--- src/rtl/vga_rtc_pkg.sv ---
// Shared definitions for the VGA time/date register bank: arbitration states,
// control-port bit layout and default sizing.
package vga_rtc_pkg;

  typedef enum logic [1:0] {
    ST_RTC    = 2'd0,
    ST_EDIT   = 2'd1,
    ST_COMMIT = 2'd2
  } state_e;

  localparam int CTRL_EDIT_BIT = 7;
  localparam int CTRL_IDX_MSB  = 3;
  localparam int DEF_DATA_W    = 8;
  localparam int DEF_NUM_REGS  = 9;

endpackage

--- src/rtl/vga_dirty_scan.sv ---
// Lowest-set-bit priority encoder over the dirty mask; picks the next register
// to stream back to the RTC writer.
module vga_dirty_scan
  import vga_rtc_pkg::*;
#(
  parameter int  N = DEF_NUM_REGS,
  localparam int W = $clog2(N)
) (
  input  logic [N-1:0] mask,
  output logic [W-1:0] idx,
  output logic         any_set
);

  // Scan from the top down so the lowest set bit is the last one kept.
  always_comb begin
    idx     = {W{1'b0}};
    any_set = 1'b0;
    for (int i = N - 1; i >= 0; i--) begin
      idx     = mask[i] ? W'(i) : idx;
      any_set = any_set | mask[i];
    end
  end

endmodule

--- src/rtl/vga_reg_bank_arb.sv ---
// Display register bank shared by the RTC reader and the PicoBlaze editor, with
// dirty-word write-back to the RTC. Optional macro SHADOW_FRAME_EN selects a
// frame-synchronous shadow copy for data_vga.
module vga_reg_bank_arb
  import vga_rtc_pkg::*;
#(
  parameter int         DATA_W    = DEF_DATA_W,
  parameter int         NUM_REGS  = DEF_NUM_REGS,
  parameter logic [7:0] PORT_BASE = 8'h00,
  localparam int        IDX_W     = $clog2(NUM_REGS)
) (
  input  logic                       clk,
  input  logic                       reset,
  input  logic                       pb_write_strobe,
  input  logic [7:0]                 pb_port_id,
  input  logic [DATA_W-1:0]          pb_data,
  input  logic [NUM_REGS-1:0]        rtc_en,
  input  logic [DATA_W-1:0]          rtc_data,
  input  logic                       frame_start,
  input  logic                       commit_ready,
  output logic                       commit_valid,
  output logic [IDX_W-1:0]           commit_addr,
  output logic [DATA_W-1:0]          commit_data,
  output logic [NUM_REGS*DATA_W-1:0] data_vga,
  output logic [NUM_REGS-1:0]        pointer,
  output logic                       edit_mode,
  output logic                       busy
);

  localparam logic [8:0] CTRL_PORT = {1'b0, PORT_BASE} + 9'(NUM_REGS);

  state_e                     state_r, state_nxt_s;
  logic [DATA_W-1:0]          regs_r [NUM_REGS];
  logic [NUM_REGS-1:0]        dirty_r, dirty_nxt_s;
  logic [3:0]                 idx_r, idx_nxt_s;
  logic [8:0]                 port_off_s;
  logic                       ctrl_wr_s, ctrl_edit_s, data_hit_s;
  logic [3:0]                 ctrl_idx_s;
  logic [NUM_REGS-1:0]        rtc_we_s, pb_we_s, clr_s, pointer_nxt_s;
  logic [IDX_W-1:0]           scan_idx_s, commit_addr_nxt_s;
  logic                       scan_any_s, commit_valid_nxt_s;
  logic [DATA_W-1:0]          commit_data_nxt_s;
  logic [NUM_REGS*DATA_W-1:0] bank_flat_s;
  logic                       commit_valid_r;
  logic [IDX_W-1:0]           commit_addr_r;
  logic [DATA_W-1:0]          commit_data_r;
  logic [NUM_REGS-1:0]        pointer_r;
  logic                       edit_mode_r, busy_r;

  // A port below PORT_BASE wraps to >= 257 in 9 bits, so one compare bounds both sides.
  assign port_off_s  = {1'b0, pb_port_id} - {1'b0, PORT_BASE};
  assign ctrl_wr_s   = pb_write_strobe & ({1'b0, pb_port_id} == CTRL_PORT);
  assign data_hit_s  = pb_write_strobe & (port_off_s < 9'(NUM_REGS));
  assign ctrl_edit_s = pb_data[CTRL_EDIT_BIT];
  assign ctrl_idx_s  = pb_data[CTRL_IDX_MSB:0];

  // Per-register write enables; each source is only honoured in its owning state.
  always_comb begin
    rtc_we_s = {NUM_REGS{1'b0}};
    pb_we_s  = {NUM_REGS{1'b0}};
    clr_s    = {NUM_REGS{1'b0}};
    for (int i = 0; i < NUM_REGS; i++) begin
      rtc_we_s[i] = (state_r == ST_RTC) & rtc_en[i];
      pb_we_s[i]  = (state_r == ST_EDIT) & data_hit_s & (port_off_s == 9'(i));
      clr_s[i]    = commit_valid_r & commit_ready & (commit_addr_r == IDX_W'(i));
    end
  end

  // Live register bank.
  always_ff @(posedge clk or negedge reset) begin
    if (!reset) begin
      for (int i = 0; i < NUM_REGS; i++) regs_r[i] <= {DATA_W{1'b0}};
    end else begin
      for (int i = 0; i < NUM_REGS; i++) begin
        if (rtc_we_s[i])     regs_r[i] <= rtc_data;
        else if (pb_we_s[i]) regs_r[i] <= pb_data;
        else                 regs_r[i] <= regs_r[i];
      end
    end
  end

  // Flatten the bank into the display bus layout.
  always_comb begin
    bank_flat_s = {(NUM_REGS*DATA_W){1'b0}};
    for (int i = 0; i < NUM_REGS; i++) bank_flat_s[i*DATA_W +: DATA_W] = regs_r[i];
  end

  // Ownership FSM, dirty tracking and cursor index.
  always_comb begin
    state_nxt_s = state_r;
    dirty_nxt_s = dirty_r;
    idx_nxt_s   = idx_r;
    case (state_r)
      ST_RTC: begin
        state_nxt_s = (ctrl_wr_s & ctrl_edit_s) ? ST_EDIT : ST_RTC;
        dirty_nxt_s = (ctrl_wr_s & ctrl_edit_s) ? {NUM_REGS{1'b0}} : dirty_r;
        idx_nxt_s   = (ctrl_wr_s & ctrl_edit_s) ? ctrl_idx_s : idx_r;
      end
      ST_EDIT: begin
        dirty_nxt_s = dirty_r | pb_we_s;
        if (ctrl_wr_s & ctrl_edit_s) begin
          state_nxt_s = ST_EDIT;
          idx_nxt_s   = ctrl_idx_s;
        end else if (ctrl_wr_s) begin
          state_nxt_s = (|dirty_r) ? ST_COMMIT : ST_RTC;
          idx_nxt_s   = idx_r;
        end else begin
          state_nxt_s = ST_EDIT;
          idx_nxt_s   = idx_r;
        end
      end
      ST_COMMIT: begin
        dirty_nxt_s = dirty_r & ~clr_s;
        state_nxt_s = (|(dirty_r & ~clr_s)) ? ST_COMMIT : ST_RTC;
      end
      default: begin
        state_nxt_s = ST_RTC;
        dirty_nxt_s = {NUM_REGS{1'b0}};
        idx_nxt_s   = 4'd0;
      end
    endcase
  end

  vga_dirty_scan #(
    .N (NUM_REGS)
  ) u_scan (
    .mask    (dirty_nxt_s),
    .idx     (scan_idx_s),
    .any_set (scan_any_s)
  );

  // Next commit word comes from the post-handshake mask so transfers run back to back.
  always_comb begin
    commit_valid_nxt_s = (state_nxt_s == ST_COMMIT) & scan_any_s;
    commit_addr_nxt_s  = commit_valid_nxt_s ? scan_idx_s : {IDX_W{1'b0}};
    commit_data_nxt_s  = commit_valid_nxt_s ? regs_r[scan_idx_s] : {DATA_W{1'b0}};
    pointer_nxt_s      = {NUM_REGS{1'b0}};
    for (int i = 0; i < NUM_REGS; i++) begin
      pointer_nxt_s[i] = (state_nxt_s == ST_EDIT) & (idx_nxt_s == 4'(i));
    end
  end

  // State and registered outputs.
  always_ff @(posedge clk or negedge reset) begin
    if (!reset) begin
      state_r        <= ST_RTC;
      dirty_r        <= {NUM_REGS{1'b0}};
      idx_r          <= 4'd0;
      commit_valid_r <= 1'b0;
      commit_addr_r  <= {IDX_W{1'b0}};
      commit_data_r  <= {DATA_W{1'b0}};
      pointer_r      <= {NUM_REGS{1'b0}};
      edit_mode_r    <= 1'b0;
      busy_r         <= 1'b0;
    end else begin
      state_r        <= state_nxt_s;
      dirty_r        <= dirty_nxt_s;
      idx_r          <= idx_nxt_s;
      commit_valid_r <= commit_valid_nxt_s;
      commit_addr_r  <= commit_addr_nxt_s;
      commit_data_r  <= commit_data_nxt_s;
      pointer_r      <= pointer_nxt_s;
      edit_mode_r    <= (state_nxt_s == ST_EDIT);
      busy_r         <= (state_nxt_s == ST_COMMIT);
    end
  end

  assign commit_valid = commit_valid_r;
  assign commit_addr  = commit_addr_r;
  assign commit_data  = commit_data_r;
  assign pointer      = pointer_r;
  assign edit_mode    = edit_mode_r;
  assign busy         = busy_r;

`ifdef SHADOW_FRAME_EN
  logic [NUM_REGS*DATA_W-1:0] shadow_r;

  // Snapshot the live bank once per frame for tear-free display.
  always_ff @(posedge clk or negedge reset) begin
    if (!reset)           shadow_r <= {(NUM_REGS*DATA_W){1'b0}};
    else if (frame_start) shadow_r <= bank_flat_s;
    else                  shadow_r <= shadow_r;
  end

  assign data_vga = shadow_r;
`else
  logic unused_frame_s;

  assign unused_frame_s = frame_start;
  assign data_vga       = bank_flat_s;
`endif

endmodule

--- config.mk ---
export PLATFORM = sky130hd
export DESIGN_NAME = vga_reg_bank_arb
export DESIGN_NICKNAME = d
export VERILOG_FILES = /design/src/rtl/vga_rtc_pkg.sv /design/src/rtl/vga_dirty_scan.sv /design/src/rtl/vga_reg_bank_arb.sv
export SDC_FILE = /design/constraint.sdc
export NUM_CORES = 1
export LEC_CHECK = 0
export CORE_ASPECT_RATIO = 1.1
export CORE_UTILIZATION = 30
export DETAILED_ROUTE_END_ITERATION = 16
export DONT_BUFFER_PORTS = 1
export REMOVE_ABC_BUFFERS = 1
export SLEW_MARGIN = 10
export SYNTH_ARGS = -nofsm -noshare
export SYNTH_HDL_FRONTEND = slang
export SYNTH_SLANG_ARGS = --single-unit
--- constraint.sdc ---
create_clock -name clk -period 7.6 [get_ports clk]
set_input_delay 0.38 -clock clk [delete_from_list [all_inputs] [get_ports clk]]
set_output_delay 0.38 -clock clk [all_outputs]
set_load 0.01 [all_outputs]
==> Word level (Yosys, flattened, before mapping) <==
Index checks and enable logic that the tools add are counted.
{ "word_totals": {"elab_cells": 161, "in_bits": 38, "ff_bits": 111} }
{ "op_classes": {"order_cmp": 2, "muxes": 42, "bitwise": 54, "eq_ne": 29, "reduce_logical": 16} }
{ "ops": {"columns": ["operator", "n"], "rows": [
  ["8-bit two-way mux", 21],
  ["4-bit two-way mux", 11],
  ["1-bit AND", 42],
  ["8-bit binary-select mux with 4-bit select", 1],
  ["4-bit by 3-bit equality test with 1-bit output, second input constant", 8],
  ["8-bit by 3-bit equality test with 1-bit output, second input constant", 4],
  ["9-bit one-hot mux with 3 select lines", 1],
  ["2-bit nonzero test", 9],
  ["9-bit OR reduction", 2],
  ["4-bit by 2-bit equality test with 1-bit output, second input constant", 4],
  ["8-bit by 2-bit equality test with 1-bit output, second input constant", 2],
  ["8-bit by 4-bit equality test with 1-bit output, second input constant", 2],
  ["9-bit AND", 1],
  ["9-bit zero test", 1],
  ["9-bit two-way mux", 1],
  ["9-bit NOT", 1],
  ["9-bit OR", 1],
  ["4-bit by 1-bit equality test with 1-bit output, second input constant", 2],
  ["4-bit equality test, second input constant", 2],
  ["8-bit by 1-bit equality test with 1-bit output, second input constant", 1],
  ["4-bit zero test", 2],
  ["8-bit by 4-bit less-than comparator with 1-bit output, second input constant", 1],
  ["2-bit two-way mux", 4],
  ["1-bit OR", 8],
  ["other kinds (9)", 11]
]} }

==> Depth between registers and ports, before layout <==
{ "logic_depth": {"ltp_word": 20, "mapped_depth": 12, "depth_no_buf": 9} }

==> Modules after synthesis <==
Synthesis repeated with hierarchy kept, for this count alone.
{ "unflattened": {"cells_unflattened": 633, "area_unflattened_um2": 5925.7} }
{ "by_module_without_submodules": {"columns": ["module", "n_inst", "cells_per_inst", "seq_area_each_um2", "area_per_inst_um2"], "rows": [
  ["vga_reg_bank_arb", 1, 618, 2777.7, 5826.8],
  ["vga_dirty_scan", 1, 15, 0.0, 98.8]
]} }

==> Worst setup path after synthesis <==
Ideal clock, no wire load.
{ "synth_path": {"path_kind": "register -> register", "startpoint": "reg commit_addr_r[0] (netlist: commit_addr[0])", "endpoint": "reg commit_data_r[0] (netlist: commit_data[0])", "arrival_ns": 2.508, "stages_incl_launch_ff": 11, "slack_ns": 4.969, "cell_sequence": "dfrtp_1 -> clkbuf_1 -> mux2_2 -> o32a_1 -> nor2_1 -> a41oi_1 -> a41oi_1 -> and3b_1 -> buf_6 -> a21oi_1 -> nor3_2"} }
{ "synth_via": {"elab_chain_cells": 19} }
{ "synth_rtl": {"columns": ["item", "line", "text"], "rows": [
  ["start, declared", "vga_reg_bank_arb.sv:45", "logic [IDX_W-1:0] commit_addr_r;"],
  ["start signal, assigned", "vga_reg_bank_arb.sv:150", "commit_addr_r <= {IDX_W{1'b0}};"],
  ["start signal, assigned", "vga_reg_bank_arb.sv:160", "commit_addr_r <= commit_addr_nxt_s;"],
  ["4-bit equality test", "vga_reg_bank_arb.sv:65", "clr_s[i] = commit_valid_r & commit_ready & (commit_addr_r == IDX_W'(i));"],
  ["1-bit AND", "vga_reg_bank_arb.sv:65", null],
  ["9-bit NOT (*)", "vga_reg_bank_arb.sv:113, vga_reg_bank_arb.sv:114", null],
  ["9-bit AND (*)", "vga_reg_bank_arb.sv:113, vga_reg_bank_arb.sv:114", null],
  ["9-bit one-hot mux with 3 select lines", "vga_reg_bank_arb.sv:93", "case (state_r)"],
  ["4-bit two-way mux (9 in a row)", "vga_dirty_scan.sv:19", "idx = mask[i] ? W'(i) : idx;"],
  ["4-bit NOT with 5-bit output (not written as such)", "vga_reg_bank_arb.sv:136", "commit_data_nxt_s = commit_valid_nxt_s ? regs_r[scan_idx_s] : {DATA_W{1'b0}};"],
  ["8-bit binary-select mux with 4-bit select", "vga_reg_bank_arb.sv:136", null],
  ["8-bit two-way mux (not written as such) (2 in a row)", "vga_reg_bank_arb.sv:136", null],
  ["8-bit two-way mux (*)", "vga_reg_bank_arb.sv:136", null],
  ["via commit_data_nxt_s[0]", "vga_reg_bank_arb.sv:42", "logic [DATA_W-1:0] commit_data_nxt_s;"],
  ["end signal, assigned", "vga_reg_bank_arb.sv:151", "commit_data_r <= {DATA_W{1'b0}};"],
  ["end signal, assigned", "vga_reg_bank_arb.sv:161", "commit_data_r <= commit_data_nxt_s;"],
  ["end, declared", "vga_reg_bank_arb.sv:46", "logic [DATA_W-1:0] commit_data_r;"]
]} }
Mark *: on every way through the listed nets, which the timed path passes. The rest lies on a longest branch. The select of a mux whose other input is x is not followed.
A chain may end at the register's enable or synchronous reset.

==> Worst setup path after layout <==
{ "layout_path": {"startpoint": "reg state_r[1]", "endpoint": "reg commit_data_r[1] (netlist: commit_data[1])"} }
{ "layout_via": {"elab_chain_cells": 19} }
{ "layout_rtl": {"columns": ["item", "line", "text"], "rows": [
  ["start, declared", "vga_reg_bank_arb.sv:32", "state_e state_r, state_nxt_s;"],
  ["start signal, assigned", "vga_reg_bank_arb.sv:156", "state_r <= state_nxt_s;"],
  ["2-bit by 1-bit equality test with 1-bit output", "vga_reg_bank_arb.sv:64, vga_reg_bank_arb.sv:93", null],
  ["1-bit AND (2 in a row)", "vga_reg_bank_arb.sv:64", "pb_we_s[i] = (state_r == ST_EDIT) & data_hit_s & (port_off_s == 9'(i));"],
  ["9-bit OR", "vga_reg_bank_arb.sv:100", "dirty_nxt_s = dirty_r | pb_we_s;"],
  ["9-bit one-hot mux with 3 select lines", "vga_reg_bank_arb.sv:93", null],
  ["4-bit two-way mux (9 in a row)", "vga_dirty_scan.sv:19", null],
  ["4-bit NOT with 5-bit output (not written as such)", "vga_reg_bank_arb.sv:136", null],
  ["8-bit binary-select mux with 4-bit select", "vga_reg_bank_arb.sv:136", null],
  ["8-bit two-way mux (not written as such) (2 in a row)", "vga_reg_bank_arb.sv:136", null],
  ["8-bit two-way mux (*)", "vga_reg_bank_arb.sv:136", null],
  ["via commit_data_nxt_s[1]", "vga_reg_bank_arb.sv:42", null]
]} }
Marks and branches as above.

==> summary.log <==
INFO  clocking       clock_tree_from_tritoncts=done
INFO  sta            finalCritPeriodShare=47.91%
INFO  outcome        status=finished with violations
INFO  placement      dpl_cell_area=6437squm
INFO  layout         finalNetCount=627
INFO  sta            fmaxAchievable=0.2746GHz
INFO  die            dieWidth=140.5um
INFO  layout         fillCellCount=2139
INFO  layout         drive_above_1_share=15.15%
INFO  die            start_util=30.67%
INFO  clocking       cts-buffers-inserted=9
INFO  pwr            power-per-cell-area=197.4nW/um^2
INFO  synthesis      yosysWarningCount=0
INFO  drt            drt_drc_violations_left=0
INFO  clocking       clk_root_buffer_cell=clkbuf_16
INFO  clocking       clock_path_buffers=2
INFO  synthesis      post_synth.cell_area_avg=10.12squm
INFO  critical_path  worst_setup_path_start_kind=flip-flop
INFO  die            vert_die_dim=154.4um
INFO  sta            minimum_hold_slack=-0.02517ns
INFO  layout         area_delta_synth_final=7.251%
INFO  die            core=20640squm
INFO  drt            firstDrtPassIters=5
INFO  synthesis      syn-cell-area=6332squm
INFO  sta            finalWorstPathRequiredPeriod=3.641ns
INFO  outcome        failed_checks=hold timing
INFO  global_routing grt_pass1_vias=4626
INFO  synthesis      syn-instance-count=626
INFO  critical_path  worstSetupEndpoint=commit_data[1]$_DFF_PN0_
INFO  critical_path  worst_ep_arrival_time=3.89ns
INFO  drt            detailroute.via_count=4582
INFO  synthesis      synth_ff_type=dfrtp_1
INFO  drt            antenna_left=0
INFO  sta            skew=0.01263ns
INFO  critical_path  critPathRequiredTime=7.85ns
INFO  critical_path  crit-reg2reg-launch=state_r[1]$_DFF_PN0_
INFO  drt            detail_route.wirelength=20.39mm
INFO  clocking       postCtsResizedCells=0
INFO  critical_path  timing.critical_path.from=state_r[1]$_DFF_PN0_
INFO  critical_path  cp-end-kind=flip-flop
INFO  die            dieArea=21690squm
INFO  placement      numPortBuffers=0
INFO  sta            finalMaxSlewViolations=0
INFO  clocking       cts.sinks=111
INFO  synthesis      share_of_synthesized_flip_flops_with_an_asynchronous_set_or_reset=100.0%
INFO  die            boundaryPins=134
INFO  synthesis      count_of_unique_library_cells_instantiated_by_yosys=74
INFO  critical_path  worst-path-max-fanout=33
INFO  sta            timing.final.setup_violations=0
INFO  global_routing grt_antenna_before_repair=0
INFO  clocking       postCtsSetupBuffers=0
INFO  sta            slew_headroom=22.38%
INFO  global_routing globalRouteTotalUtil=19.12%
INFO  pwr            cellLeakagePower=0.003139uW
INFO  critical_path  worst-r2r-setup-slack=3.96ns
INFO  synthesis      yosysSeqAreaShare=43.86%
INFO  synthesis      synth-edff-count=0
INFO  synthesis      yosys_register_bits=111
INFO  sta            fin_setup_tns=0ns
INFO  clocking       clock_h_tree_levels=3
INFO  sta            final_hold_viol_count=43
INFO  placement      global_placement_routability_congestion=0.8563
INFO  drt            routed_wire_per_std_cell=23.99um
INFO  sta            worst-slew-pin-transition=1.158ns
INFO  drt            vias_per_cell=5.391
INFO  critical_path  worst_r2r_path_depth=9
INFO  critical_path  worst-setup-path-type=reg -> reg
INFO  critical_path  reg2reg_to=commit_data[1]$_DFF_PN0_
INFO  clocking       clkTransAtPathRegs=0.08ns
INFO  clocking       clock_network_latency_to_the_later_pin_of_the_worst_skew_pair=0.37ns
INFO  flow_run       max-cap-violations=0
INFO  min_path       worst_hold_path_type=in -> async
INFO  clocking       hold_fix_buffers_cts=1
INFO  global_routing total_congestion_overflow=0
INFO  drt            drt-initial-drc-count=299
INFO  pwr            vdd_drop_max=0.0001064V
INFO  sta            unrepaired_setup_endpoints_after_global_routing=false
INFO  layout         layout.cell_area.non_filler=6792squm
INFO  placement      estimated_wirelength_of_the_detail_placed_design=13.78mm
INFO  global_routing grt_max_degree=112
INFO  die            std_cell_rows=55
INFO  global_routing grt_first_pass_wirelength=30.22mm
INFO  layout         antenna_cells_inserted=0
==> synthesized netlist by cell type (all sizes together), types with 3 or more instances <==
master / n / share of area, %
dfrtp: 111 / 44
mux2i: 84 / 13
nand2: 62 / 3.7
o21ai: 55 / 4.4
nor2: 43 / 2.6
a21oi: 39 / 3.1
clkbuf: 35 / 2.1
buf: 20 / 2.2
nor3: 18 / 2.3
mux2: 17 / 3.7
inv: 14 / 0.83
o22ai: 10 / 1.8
a22o: 8 / 1.1
nand3: 8 / 0.63
a31oi: 7 / 0.79
nand4: 7 / 0.93
and2: 6 / 0.59
and3: 6 / 0.59
nand2b: 6 / 0.59
nor4: 5 / 1.0
or2: 5 / 0.49
a21o: 4 / 0.47
a41oi: 4 / 0.67
nand3b: 4 / 0.47
nor3b: 4 / 0.47
o211ai: 4 / 0.69
o31ai: 4 / 0.99
a211o: 3 / 0.43
and3b: 3 / 0.42
==> power by group <==
group	switching, uW	leakage [uW]	internal [uW]
logic	72.6	0.00159	50.8
registers	59.2	0.00140	626
clock network	239	0.000153	293
==> sequential cells by signal, indices dropped and copies added (netlist names) <==
signal,flops
commit_valid,1
commit_data,8
data_vga,72
busy,1
idx_r,4
state_r,2
edit_mode,1
dirty_r,9
commit_addr,4
pointer,9
==> worst max-delay path, cell delays in order (launching register included) <==
cell and delay (ns):
dfrtp_1 0.57, and3b_1 0.34, nand4_1 0.78, o31ai_2 0.41, a211oi_2 0.10, o21bai_4 0.12
buf_4 0.51, mux2_2 0.41, o22ai_2 0.16, nor3_2 0.07
==> layout by cell type, fill, tap and decap left out, types with 3 or more instances in the layout <==
cell and n:
a21o_1 4, a21oi_1 38, a22o_1 8, a31oi_1 6, a41oi_1 3, and2_1 6
and3_1 6, and3b_1 3, buf_4 6, clkbuf_16 9, dfrtp_1 111, inv_1 13
inv_6 3, mux2_2 5, mux2_4 11, mux2i_1 84, nand2_1 61, nand2b_1 6
nand3_1 8, nand3b_1 4, nand4_1 6, nor2_1 42, nor3_1 7, nor3_2 11
nor3b_1 4, o211ai_1 3, o21ai_0 53, o22ai_2 8, or2_2 5
==> cell type report <==
cell class	count	area (sq um)	area share, %
multi-input combinational	445	3237	47.66
sequential	111	2778	40.90
tap	256	320.3	4.716
clock buffer	9	225.2	3.316
clock inverter	7	101.3	1.492
timing repair buffer	7	72.57	1.069
inverter	15	57.56	0.8475
==> logic make-up (layout without fill, tap and decap cells) <==
logic type | count (synthesis) | after routing | synth area share, %
simple gates | 192 | 192 | 17.17
compound gates | 152 | 152 | 16.85
flops | 111 | 111 | 43.86
mux | 101 | 101 | 16.95
buf+inv | 70 | 38 | 5.157
==> how the worst min path moves through the flow <==
stage,from,end,slack (ns)
2_1_floorplan,reset,busy$_DFF_PN0_,0.08
6_report,reset,idx_r[3]$_DFF_PN0_,-0.03
3_5_place_dp,reset,pointer[1]$_DFF_PN0_,0.09
5_1_grt,reset,pointer[0]$_DFF_PN0_,0.0002
3_3_place_gp,reset,pointer[1]$_DFF_PN0_,0.09
4_1_cts,reset,commit_data[1]$_DFF_PN0_,0.002
==> stage by stage <==
step,worst slack (ns),std cells,util [%],power [uW]
2_1_floorplan,3.936,571,-,766.8
3_3_place_gp,3.961,833,31.18,806.1
3_5_place_dp,3.961,833,31.18,809.1
4_1_cts,3.964,850,32.90,1358
5_1_grt,3.774,850,32.90,1401
6_report,3.959,850,32.90,1341
==> routing by layer <==
layer	vias up	share of wire (%)	track usage, %
met5	-	0	0
met4	0	2.2	5.694
met3	22	8.5	7.059
met2	169	47	31.14
met1	2221	42	23.54
li1	2170	-	-
No activity file was read; power rests on OpenSTA's default activity.
